### src/rtl/seg_sched_pkg.sv
// Shared types and constants for the seven-segment display scheduler.
//
// Contents:
//   sched_state_e - scheduler FSM states (IDLE, SHOW, SWITCH)
//   DATA_W        - width of one requester word / display word
//   SRC_IDX_W     - width of a source index (covers up to 8 sources)
//   rr_next()     - round-robin successor of a source index

package seg_sched_pkg;

    localparam int unsigned DATA_W    = 32;
    localparam int unsigned SRC_IDX_W = 3;

    typedef enum logic [1:0] {
        IDLE,
        SHOW,
        SWITCH
    } sched_state_e;

    // Index searched first after `idx` has been granted: (idx + 1) mod n.
    function automatic logic [SRC_IDX_W-1:0] rr_next(input logic [SRC_IDX_W-1:0] idx,
                                                     input int unsigned n);
        if (32'(idx) >= n - 1) begin
            return '0;
        end
        return idx + SRC_IDX_W'(1);
    endfunction

endpackage

### src/rtl/seg_rr_pick.sv
// Combinational round-robin picker.
//
// Finds the first asserted request, searching upward from `start` and
// wrapping to 0.
//
// Ports:
//   req     in  NUM_SRC    request vector
//   start   in  SRC_IDX_W  index searched first (must be < NUM_SRC)
//   pick    out NUM_SRC    one-hot winner (all zero when no request)
//   idx     out SRC_IDX_W  index of the winner (0 when no request)
//   any_req out 1          at least one request is asserted

module seg_rr_pick
    import seg_sched_pkg::*;
#(
    parameter int unsigned NUM_SRC = 4
) (
    input  logic [NUM_SRC-1:0]   req,
    input  logic [SRC_IDX_W-1:0] start,
    output logic [NUM_SRC-1:0]   pick,
    output logic [SRC_IDX_W-1:0] idx,
    output logic                 any_req
);

    logic found;

    always_comb begin
        pick  = '0;
        idx   = '0;
        found = 1'b0;
        // First pass covers start..NUM_SRC-1; if nothing there, the second
        // pass returns the lowest request, which is the wrapped successor.
        for (int i = 0; i < NUM_SRC; i++) begin
            if (!found && (i >= int'(start)) && req[i]) begin
                found   = 1'b1;
                pick[i] = 1'b1;
                idx     = SRC_IDX_W'(i);
            end
        end
        for (int i = 0; i < NUM_SRC; i++) begin
            if (!found && req[i]) begin
                found   = 1'b1;
                pick[i] = 1'b1;
                idx     = SRC_IDX_W'(i);
            end
        end
    end

    assign any_req = |req;

endmodule

### src/rtl/seg_display_sched.sv
// Round-robin time-sharing of the 8-digit seven-segment display.
//
// Grants the display to one of NUM_SRC requesters for 2^DWELL_BITS cycles,
// inserts a one-cycle SWITCH gap between grants, and feeds the granted word
// to the uint32_drv driver. Also produces the driver's digit-scan clock.
//
// Build option: define SEG_SCHED_HOLD_EN to snapshot the word at the grant
// edge and hold it for the whole dwell; otherwise the granted source's word
// is re-sampled on every SHOW edge (live display).
//
// Ports:
//   CLK       in  1               system clock, all state on posedge
//   RESET_N   in  1               asynchronous active-low reset
//   req       in  NUM_SRC         per-source level request
//   data_in   in  32*NUM_SRC      source i word at [32*i+31:32*i]
//   lock      in  1               freeze dwell expiry while high
//   gnt       out NUM_SRC         one-hot grant (registered)
//   src_idx   out 3               current / last granted source
//   data      out 32              word to uint32_drv .data
//   OE        out 1               to uint32_drv .OE
//   SCAN_CLK  out 1               to uint32_drv .CLK, period 2^(SCAN_DIV+1)

module seg_display_sched
    import seg_sched_pkg::*;
#(
    parameter int unsigned NUM_SRC    = 4,
    parameter int unsigned DWELL_BITS = 25,
    parameter int unsigned SCAN_DIV   = 16
) (
    input  logic                        CLK,
    input  logic                        RESET_N,
    input  logic [NUM_SRC-1:0]          req,
    input  logic [DATA_W*NUM_SRC-1:0]   data_in,
    input  logic                        lock,
    output logic [NUM_SRC-1:0]          gnt,
    output logic [SRC_IDX_W-1:0]        src_idx,
    output logic [DATA_W-1:0]           data,
    output logic                        OE,
    output logic                        SCAN_CLK
);

    sched_state_e          state_q;
    logic [DWELL_BITS-1:0] dwell_q;
    logic [SCAN_DIV:0]     scan_q;
    logic [SRC_IDX_W-1:0]  ptr_q;   // first index the next pick searches

    logic [NUM_SRC-1:0]    pick;
    logic [SRC_IDX_W-1:0]  pick_idx;
    logic                  pick_any;
    logic [DATA_W-1:0]     pick_word;
    logic [DATA_W-1:0]     cur_word;
    logic                  cur_req;
    logic                  dwell_done;
    logic                  do_grant;

    seg_rr_pick #(
        .NUM_SRC (NUM_SRC)
    ) u_pick (
        .req     (req),
        .start   (ptr_q),
        .pick    (pick),
        .idx     (pick_idx),
        .any_req (pick_any)
    );

    // Word muxes for the candidate winner and the currently shown source.
    always_comb begin
        pick_word = '0;
        cur_word  = '0;
        for (int i = 0; i < NUM_SRC; i++) begin
            if (pick_idx == SRC_IDX_W'(i)) begin
                pick_word = data_in[i*DATA_W +: DATA_W];
            end
            if (src_idx == SRC_IDX_W'(i)) begin
                cur_word = data_in[i*DATA_W +: DATA_W];
            end
        end
    end

    // gnt is one-hot on the shown source throughout SHOW.
    assign cur_req    = |(req & gnt);
    assign dwell_done = &dwell_q;
    // A pick only happens from IDLE or SWITCH, never preempting a dwell.
    assign do_grant   = (state_q != SHOW) && pick_any;

    always_ff @(posedge CLK or negedge RESET_N) begin
        if (!RESET_N) begin
            state_q <= IDLE;
            gnt     <= '0;
            src_idx <= '0;
            data    <= '0;
            OE      <= 1'b0;
            dwell_q <= '0;
            ptr_q   <= '0;
        end else if (do_grant) begin
            state_q <= SHOW;
            gnt     <= pick;
            src_idx <= pick_idx;
            data    <= pick_word;
            OE      <= 1'b1;
            dwell_q <= '0;
            ptr_q   <= rr_next(pick_idx, NUM_SRC);
        end else begin
            unique case (state_q)
                IDLE: begin
                    gnt  <= '0;
                    data <= '0;
                    OE   <= 1'b0;
                end
                SHOW: begin
`ifdef SEG_SCHED_HOLD_EN
                    data <= data;
`else
                    data <= cur_word;
`endif
                    if (!lock) begin
                        dwell_q <= dwell_q + DWELL_BITS'(1);
                    end
                    // Losing the request ends the dwell even under lock.
                    if (!cur_req || (!lock && dwell_done)) begin
                        state_q <= SWITCH;
                        gnt     <= '0;
                    end
                end
                SWITCH: begin
                    // No requester left: blank the display.
                    state_q <= IDLE;
                    gnt     <= '0;
                    data    <= '0;
                    OE      <= 1'b0;
                end
                default: begin
                    state_q <= IDLE;
                    gnt     <= '0;
                    data    <= '0;
                    OE      <= 1'b0;
                end
            endcase
        end
    end

    // Free-running scan divider; wraps silently in every state.
    always_ff @(posedge CLK or negedge RESET_N) begin
        if (!RESET_N) begin
            scan_q <= '0;
        end else begin
            scan_q <= scan_q + (SCAN_DIV + 1)'(1);
        end
    end

    assign SCAN_CLK = scan_q[SCAN_DIV];

endmodule

### config.mk
export PLATFORM = sky130hd
export DESIGN_NAME = seg_display_sched
export DESIGN_NICKNAME = d
export VERILOG_FILES = /design/src/rtl/seg_sched_pkg.sv /design/src/rtl/seg_rr_pick.sv /design/src/rtl/seg_display_sched.sv
export SDC_FILE = /design/constraint.sdc
export NUM_CORES = 1
export LEC_CHECK = 0
export ABC_AREA = 1
export BUFFER_PORTS_ARGS = -buffer_cell sky130_fd_sc_hd__buf_4
export CORE_MARGIN = 10
export CORE_UTILIZATION = 53
export CTS_CLUSTER_SIZE = 24
export DETAILED_ROUTE_END_ITERATION = 12
export PLACE_DENSITY = 0.9
export REMOVE_ABC_BUFFERS = 1
export SLEW_MARGIN = 20
export SYNTH_ARGS = -nofsm -noshare
export SYNTH_HDL_FRONTEND = slang
export SYNTH_HIERARCHICAL = 1
export SYNTH_SLANG_ARGS = --single-unit
### constraint.sdc
create_clock -name CLK -period 3.2 [get_ports CLK]
set_input_delay 0.48 -clock CLK [delete_from_list [all_inputs] [get_ports CLK]]
set_output_delay 0.48 -clock CLK [all_outputs]
set_load 0.01 [all_outputs]
==> impl_metrics.py, run 1 <==
metrics = {
    "sta": {
        "fin_crit_ns": 2.645,
        "whs_ns": 0.1814,
        "finalMaxSlewViolations": 0,
        "relSlewSlack_pct": 41.04,
        "fin_crit_sh_pct": 82.67,
        "fmax_mhz": 378.0,
        "hold_violations": 0,
        "finalClockSkew_ns": 0.007383,
        "timing.final.ws_setup_ns": 0.5547,
        "setup_violations": 0,
        "rsz0062_at_grt": "false",
        "tightest_slew_ns": 0.8831,
        "setup_tns_ns": 0,
    },
    "worst_setup_path": {
        "crit_required_ns": 3.48,
        "endpoint_kind": "flop",
        "criticalPathCategory": "flop to flop",
        "critPathMaxFanout": 21,
        "start_kind": "flop",
        "critPathArrivalTime_ns": 2.93,
    },
    "cells_and_area": {
        "layout_common_cells": "nand2_1, buf_4, a21oi_1",
        "drive_gt1_share_pct": 21.63,
        "fillers": 889,
        "final_common_cell": "nand2_1",
        "diodes": 0,
        "syn_to_final_growth_pct": 28.47,
        "stdcell_count": 1217,
        "fin_nets": 1216,
    },
    "logic_synthesis": {
        "synth_xor_area_share_pct": 2.467,
        "synthAdderAreaFrac_pct": 1.451,
        "synth_cell_type_count": 37,
        "synth_top_family_by_area": "simple AND/OR/NAND/NOR gates",
        "yosysWarnings": 6,
        "synth-seq-area-share_pct": 36.08,
        "syn_area_um2": 6035,
        "synth_seq_cells": 87,
        "synth.mux.area_fraction_pct": 0,
        "syn_area_per_cell_um2": 6.574,
        "synthCells": 918,
        "synth-simple-area-share_pct": 32.99,
        "synth-compound-area-share_pct": 18.89,
    },
    "route": {
        "viasPerCell": 5.737,
        "avgRoutedWirePerCell_um": 16.93,
        "drcViolationCount": 0,
        "via_count": 6982,
        "dr.pass1.iters": 7,
        "antenna_left": 0,
        "drt_iter0_drc": 671,
        "routed_wl_um": 20610,
    },
    "cts": {
        "cts-root-buf": "clkbuf_16",
        "clock_latency_ns": 0.34,
        "cts_buffers": 9,
        "htree_num_levels": 3,
        "clockBufferDepth": 2,
        "cts_tree": "built",
        "clock-sinks": 87,
        "cts.clk_slew.worst_paths_ns": 0.07,
        "postCtsSetupRepairBufs": 0,
        "postCtsHoldBufs": 0,
        "ctsResizeCount": 0,
    },
    "power": {
        "swShare_pct": 45.08,
        "power.net_switching_mw": 2.597,
        "power.internal_mw": 3.163,
        "pwr-share-comb_pct": 54.5,
        "p_seq_share_pct": 27.0,
        "powerDensity_nw_per_um2": 742.9,
        "p_clk_share_pct": 18.5,
        "power.leakage_nw": 3.998,
        "vdd_ir_drop_max_v": 0.0004524,
    },
    "worst_hold_path": {
        "min_path_type": "primary input to asynchronous set/reset pin",
    },
    "grt": {
        "grt-ovfl-total": 0,
        "grt_usage_pct": 24.98,
        "grt_pass1_wl_um": 33620,
        "grt_max_degree": 66,
        "grt_pass1_vias": 7015,
        "grt_antenna_before_repair": 0,
    },
    "floorplanning": {
        "die_w_um": 126.7,
        "die_h_um": 126.7,
        "initial_utilization_pct": 54.94,
        "fp.dieArea_um2": 16050,
        "row_count": 38,
        "ios": 176,
        "core_area_um2": 10980,
    },
    "placed_design": {
        "port_buffers": 175,
        "gp_congestion": 0.9287,
        "dpl.cell_count": 1203,
        "dp_hpwl_um": 14770,
        "pre_cts_ws_ns": 0.5395,
    },
    "status": {
        "outcome": "complete, no violations",
    },
    "flow_run": {
        "cap_violations": 0,
    },
}
[Yosys cell counts, drive strengths merged]
cell type | n | share of area (%)
a21oi | 91 | 7.5
xor2 | 8 | 1.2
buf | 23 | 1.9
a41oi | 1 | 0.15
o21ai | 83 | 6.9
o211ai | 1 | 0.12
dfrtp | 87 | 36
a31oi | 33 | 3.4
nand3 | 78 | 6.7
nand4 | 9 | 0.93
conb | 1 | 0.062
o21bai | 1 | 0.12
nand3b | 1 | 0.12
inv | 75 | 4.7
nor3 | 8 | 1.1
nand2 | 277 | 18
ha | 7 | 1.5
a22o | 2 | 0.29
clkbuf | 24 | 1.5
or2 | 1 | 0.10
nor3b | 1 | 0.12
xnor2 | 9 | 1.3
o31ai | 1 | 0.12
nor2 | 94 | 6.3
o21a | 1 | 0.12
o22ai | 1 | 0.10
[state kept, by name (all words and copies together) (netlist names)]
register	count
dwell_q	25
gnt	4
data	32
src_idx	3
state_q	2
OE	1
ptr_q	3
scan_q	17
[routing by layer]
layer	vias to the layer above	global-route usage, %	routed length [um]
met5	-	0	0
met4	0	13.73	1028
met3	78	8.330	2313
met2	450	40.58	9517
met1	3127	28.40	7749
li1	3327	-	-
[final cells by class]
type                            count  area (um^2)  share of cell area, %
Clock inverter                      4        55.05                 0.7101
Sequential cell                    87         2177                  28.08
Multi-Input combinational cell    709         3383                  43.64
Tap cell                          140        175.2                  2.260
Clock buffer                       10        239.0                  3.083
Timing Repair Buffer              192         1441                  18.59
Inverter                           75        281.5                  3.631
[power by group through the flow]
| stage | sequential, mW | combinational [mW] | clock, mW |
|---|---|---|---|
| 2_1_floorplan | 1.62 | 1.87 | 0 |
| 3_3_place_gp | 1.57 | 3.04 | 0 |
| 3_5_place_dp | 1.57 | 3.10 | 0 |
| 4_1_cts | 1.55 | 3.11 | 1.08 |
| 5_1_grt | 1.58 | 3.52 | 1.13 |
| 6_report | 1.56 | 3.14 | 1.07 |
[cells by family (layout without fill, tap and decap cells)]
family	Yosys count	in the layout
and+or+nand+nor	469	469
AOI/OAI and AO/OA	215	215
buffers and inverters	122	281
DFF	87	87
xor gates and xnor gates	17	17
adders and majority gates	7	7
other	1	1
[critical path, stage by stage, from the launching register on]
cell,delay [ns]
dfrtp_1,0.41
nor2_1,0.20
nand2_2,0.13
nand2_4,0.12
nor2_4,0.05
o211ai_1,0.08
nand3_1,0.16
inv_1,0.14
ha_1,0.15
inv_1,0.05
buf_4,0.19
nor2_2,0.11
buf_4,0.28
nand2_1,0.09
a31oi_1,0.23
o21ai_0,0.11
nand2_1,0.07
[through the flow]
step,util (%),power (mW),instance area (um^2)
4_1_cts,70.59,5.736,7752
5_1_grt,70.59,6.224,7752
6_report,70.59,5.760,7752
3_5_place_dp,67.91,4.663,7458
3_3_place_gp,67.91,4.607,7458
2_1_floorplan,-,3.483,5829
[worst paths after layout]
check	end	slack, ns	cells after the start	start
worst max-delay path	data[9]$_DFF_PN0_	0.55	16	ptr_q[2]$_DFFE_PN0P_
worst min-delay path	dwell_q[22]$_DFFE_PN0P_	0.18	1	RESET_N
worst max register to register	data[9]$_DFF_PN0_	0.55	16	ptr_q[2]$_DFFE_PN0P_
worst min register to register	scan_q[9]$_DFF_PN0_	0.47	1	scan_q[9]$_DFF_PN0_
max in group asynchronous	src_idx[2]$_DFFE_PN0P_	2.27	2	RESET_N
min in group CLK	data[18]$_DFF_PN0_	0.46	5	data_in[82]
(Power assumes the default switching activity.)
==> run 2, diff against run 1 <==
--- a/config.mk
+++ b/config.mk
@@ -8,10 +8,10 @@
 export ABC_AREA = 1
 export BUFFER_PORTS_ARGS = -buffer_cell sky130_fd_sc_hd__buf_4
 export CORE_MARGIN = 10
-export CORE_UTILIZATION = 53
+export CORE_UTILIZATION = 48
 export CTS_CLUSTER_SIZE = 24
 export DETAILED_ROUTE_END_ITERATION = 12
-export PLACE_DENSITY = 0.9
+export PLACE_DENSITY = 0.87
 export REMOVE_ABC_BUFFERS = 1
 export SLEW_MARGIN = 20
 export SYNTH_ARGS = -nofsm -noshare
==> constraint.sdc (replaced) <==
create_clock -name CLK -period 2.1 [get_ports CLK]
set_input_delay 0.315 -clock CLK [delete_from_list [all_inputs] [get_ports CLK]]
set_output_delay 0.315 -clock CLK [all_outputs]
set_load 0.01 [all_outputs]
==> run 2 against run 1 <==
  * The run now ends with negative setup slack left
  * First-iteration DRC count grew 7.7%
  * Global-route usage is 0.95 points lower
  * Die area grew 8.7%
  * Worst hold slack improved by 0.10 ns
  * Largest power group unchanged
  * Highest routed layer unchanged
==> impl_metrics.py, run 2 (synthesis gave the netlist of run 1 again) <==
metrics = {
    "worst_hold_path": {
        "min_path_type": "primary input to flop",
    },
    "route": {
        "avgRoutedWirePerCell_um": 17.29,
        "antenna_left": 0,
        "dr.pass1.iters": 5,
        "via_count": 7234,
        "routed_wl_um": 22360,
        "drcViolationCount": 0,
        "viasPerCell": 5.595,
        "drt_iter0_drc": 723,
    },
    "sta": {
        "finalMaxSlewViolations": 0,
        "fin_crit_sh_pct": 109.8,
        "fmax_mhz": 433.8,
        "timing.final.ws_setup_ns": -0.2051,
        "fin_crit_ns": 2.305,
        "setup_violations": 34,
        "tightest_slew_ns": 0.5810,
        "finalClockSkew_ns": 0.004041,
        "hold_violations": 0,
        "relSlewSlack_pct": 61.26,
        "whs_ns": 0.2848,
        "rsz0062_at_grt": "true",
    },
    "worst_setup_path": {
        "crit_required_ns": 2.40,
        "critPathArrivalTime_ns": 2.60,
        "start_kind": "flop",
        "critPathMaxFanout": 17,
        "criticalPathCategory": "flop to flop",
        "endpoint_kind": "flop",
    },
    "floorplanning": {
        "initial_utilization_pct": 49.62,
        "core_area_um2": 12160,
        "die_h_um": 132.1,
        "ios": 176,
        "die_w_um": 132.1,
        "fp.dieArea_um2": 17460,
        "row_count": 40,
    },
    "power": {
        "p_seq_share_pct": 23.8,
        "powerDensity_nw_per_um2": 1158,
        "vdd_ir_drop_max_v": 0.0006577,
        "p_clk_share_pct": 17.1,
        "power.net_switching_mw": 4.430,
        "power.internal_mw": 5.437,
        "power.leakage_nw": 4.319,
        "power.total_mw": 9.867,
        "swShare_pct": 44.90,
        "pwr-share-comb_pct": 59.1,
    },
    "cts": {
        "cts_tree": "built",
        "clock_latency_ns": 0.35,
        "cts-root-buf": "clkbuf_16",
        "cts.clk_slew.worst_paths_ns": 0.07,
        "htree_num_levels": 3,
        "clock-sinks": 87,
        "clockBufferDepth": 2,
        "cts_buffers": 9,
    },
    "grt": {
        "grt_usage_pct": 24.03,
        "grt-ovfl-total": 0,
        "grt_pass1_vias": 7041,
        "grt_max_degree": 66,
        "grt_pass1_wl_um": 34560,
        "grt_antenna_before_repair": 0,
    },
    "cells_and_area": {
        "layout_common_cells": "nand2_1, buf_4, a21oi_1",
        "final_area_um2": 8523,
        "drive_gt1_share_pct": 27.38,
        "largest_reg_flops": 32,
        "stdcell_count": 1293,
        "diodes": 0,
        "fin_nets": 1262,
        "final_common_cell": "nand2_1",
        "largest-register": "data",
        "top_regs": "data x32, dwell_q x25, scan_q x17",
        "syn_to_final_growth_pct": 41.24,
    },
    "status": {
        "outcome": "finished, violations left",
        "violations": "negative setup slack",
    },
    "placed_design": {
        "dpl.cell_count": 1252,
        "placed_area_um2": 7751,
        "dp_hpwl_um": 15320,
        "gp_congestion": 0.9368,
        "pre_cts_ws_ns": -0.1592,
        "port_buffers": 175,
    },
    "flow_run": {
        "cap_violations": 0,
    },
}
[run 2: changes by cell type in the layout (fill, tap and decap cells not counted), sizes merged]
cell,previous run,this run
clkinvlp,1,2
dlygate4sd3,0,1
buf,192,236
inv,76,77
clkbuf,10,11
[run 2: path summary, 6_finish.rpt]
| check | end | from | cells past startpoint | slack (ns) |
|---|---|---|---|---|
| worst max-delay path | data[21]$_DFF_PN0_ | ptr_q[1]$_DFFE_PN0P_ | 15 | -0.21 |
| worst min-delay path | data[5]$_DFF_PN0_ | data_in[69] | 5 | 0.28 |
| worst max register to register | data[21]$_DFF_PN0_ | ptr_q[1]$_DFFE_PN0P_ | 15 | -0.21 |
| worst min register to register | scan_q[0]$_DFF_PN0_ | scan_q[0]$_DFF_PN0_ | 1 | 0.47 |
| max in group asynchronous | scan_q[5]$_DFF_PN0_ | RESET_N | 3 | 1.01 |
| min in group asynchronous | dwell_q[23]$_DFFE_PN0P_ | RESET_N | 2 | 0.49 |
[run 2: power groups by stage]
stage	logic (mW)	registers (mW)	clock network [mW]
after CTS	5.51	2.33	1.70
final	5.83	2.35	1.69
after global routing	6.42	2.38	1.76
after detailed placement	5.06	2.34	0
after global placement	4.95	2.36	0
after floorplan	2.85	2.46	0
[run 2: stage by stage]
stage | setup TNS, ns | utilization, %
2_1_floorplan | -49.88 | -
6_report | -4.982 | 70.08
3_3_place_gp | -2.890 | 63.73
4_1_cts | -2.129 | 68.82
3_5_place_dp | -3.774 | 63.73
5_1_grt | -11.28 | 70.08
[run 2: metal layers]
layer	share of wire, %	global-route usage, %
met3	9.7	6.784
met4	4.6	14.03
met1	36	25.76
met5	0	0
met2	50	41.35
[run 2: final cells by class]
cell class	count	area [um^2]
Tap cell	168	210.2
Multi-Input combinational cell	709	3531
Fill cell	987	3638
Clock inverter	6	67.56
Inverter	75	289.0
Sequential cell	87	2180
Timing Repair Buffer	238	2007
Clock buffer	10	239.0
[run 2: worst max-delay path, stage by stage, from the launching register on]
cell     delay, ns
dfrtp_1       0.42
nand2_2       0.09
nand3_4       0.08
inv_4         0.05
nor3_4        0.23
nand3_2       0.14
nand3_2       0.13
inv_4         0.06
ha_2          0.17
inv_2         0.09
buf_4         0.12
buf_6         0.19
nand3_1       0.10
a31oi_1       0.22
o21ai_1       0.09
nand2_1       0.06
[run 2: what timing repair did]
item	4_1_cts	5_1_grt
gates cloned	5	2
hold buffers	1	0
endpoints found under the hold margin	37	0
pin swaps	20	35
setup endpoints to repair	35	36
gates resized for setup	64	39
buffers inserted	17	1
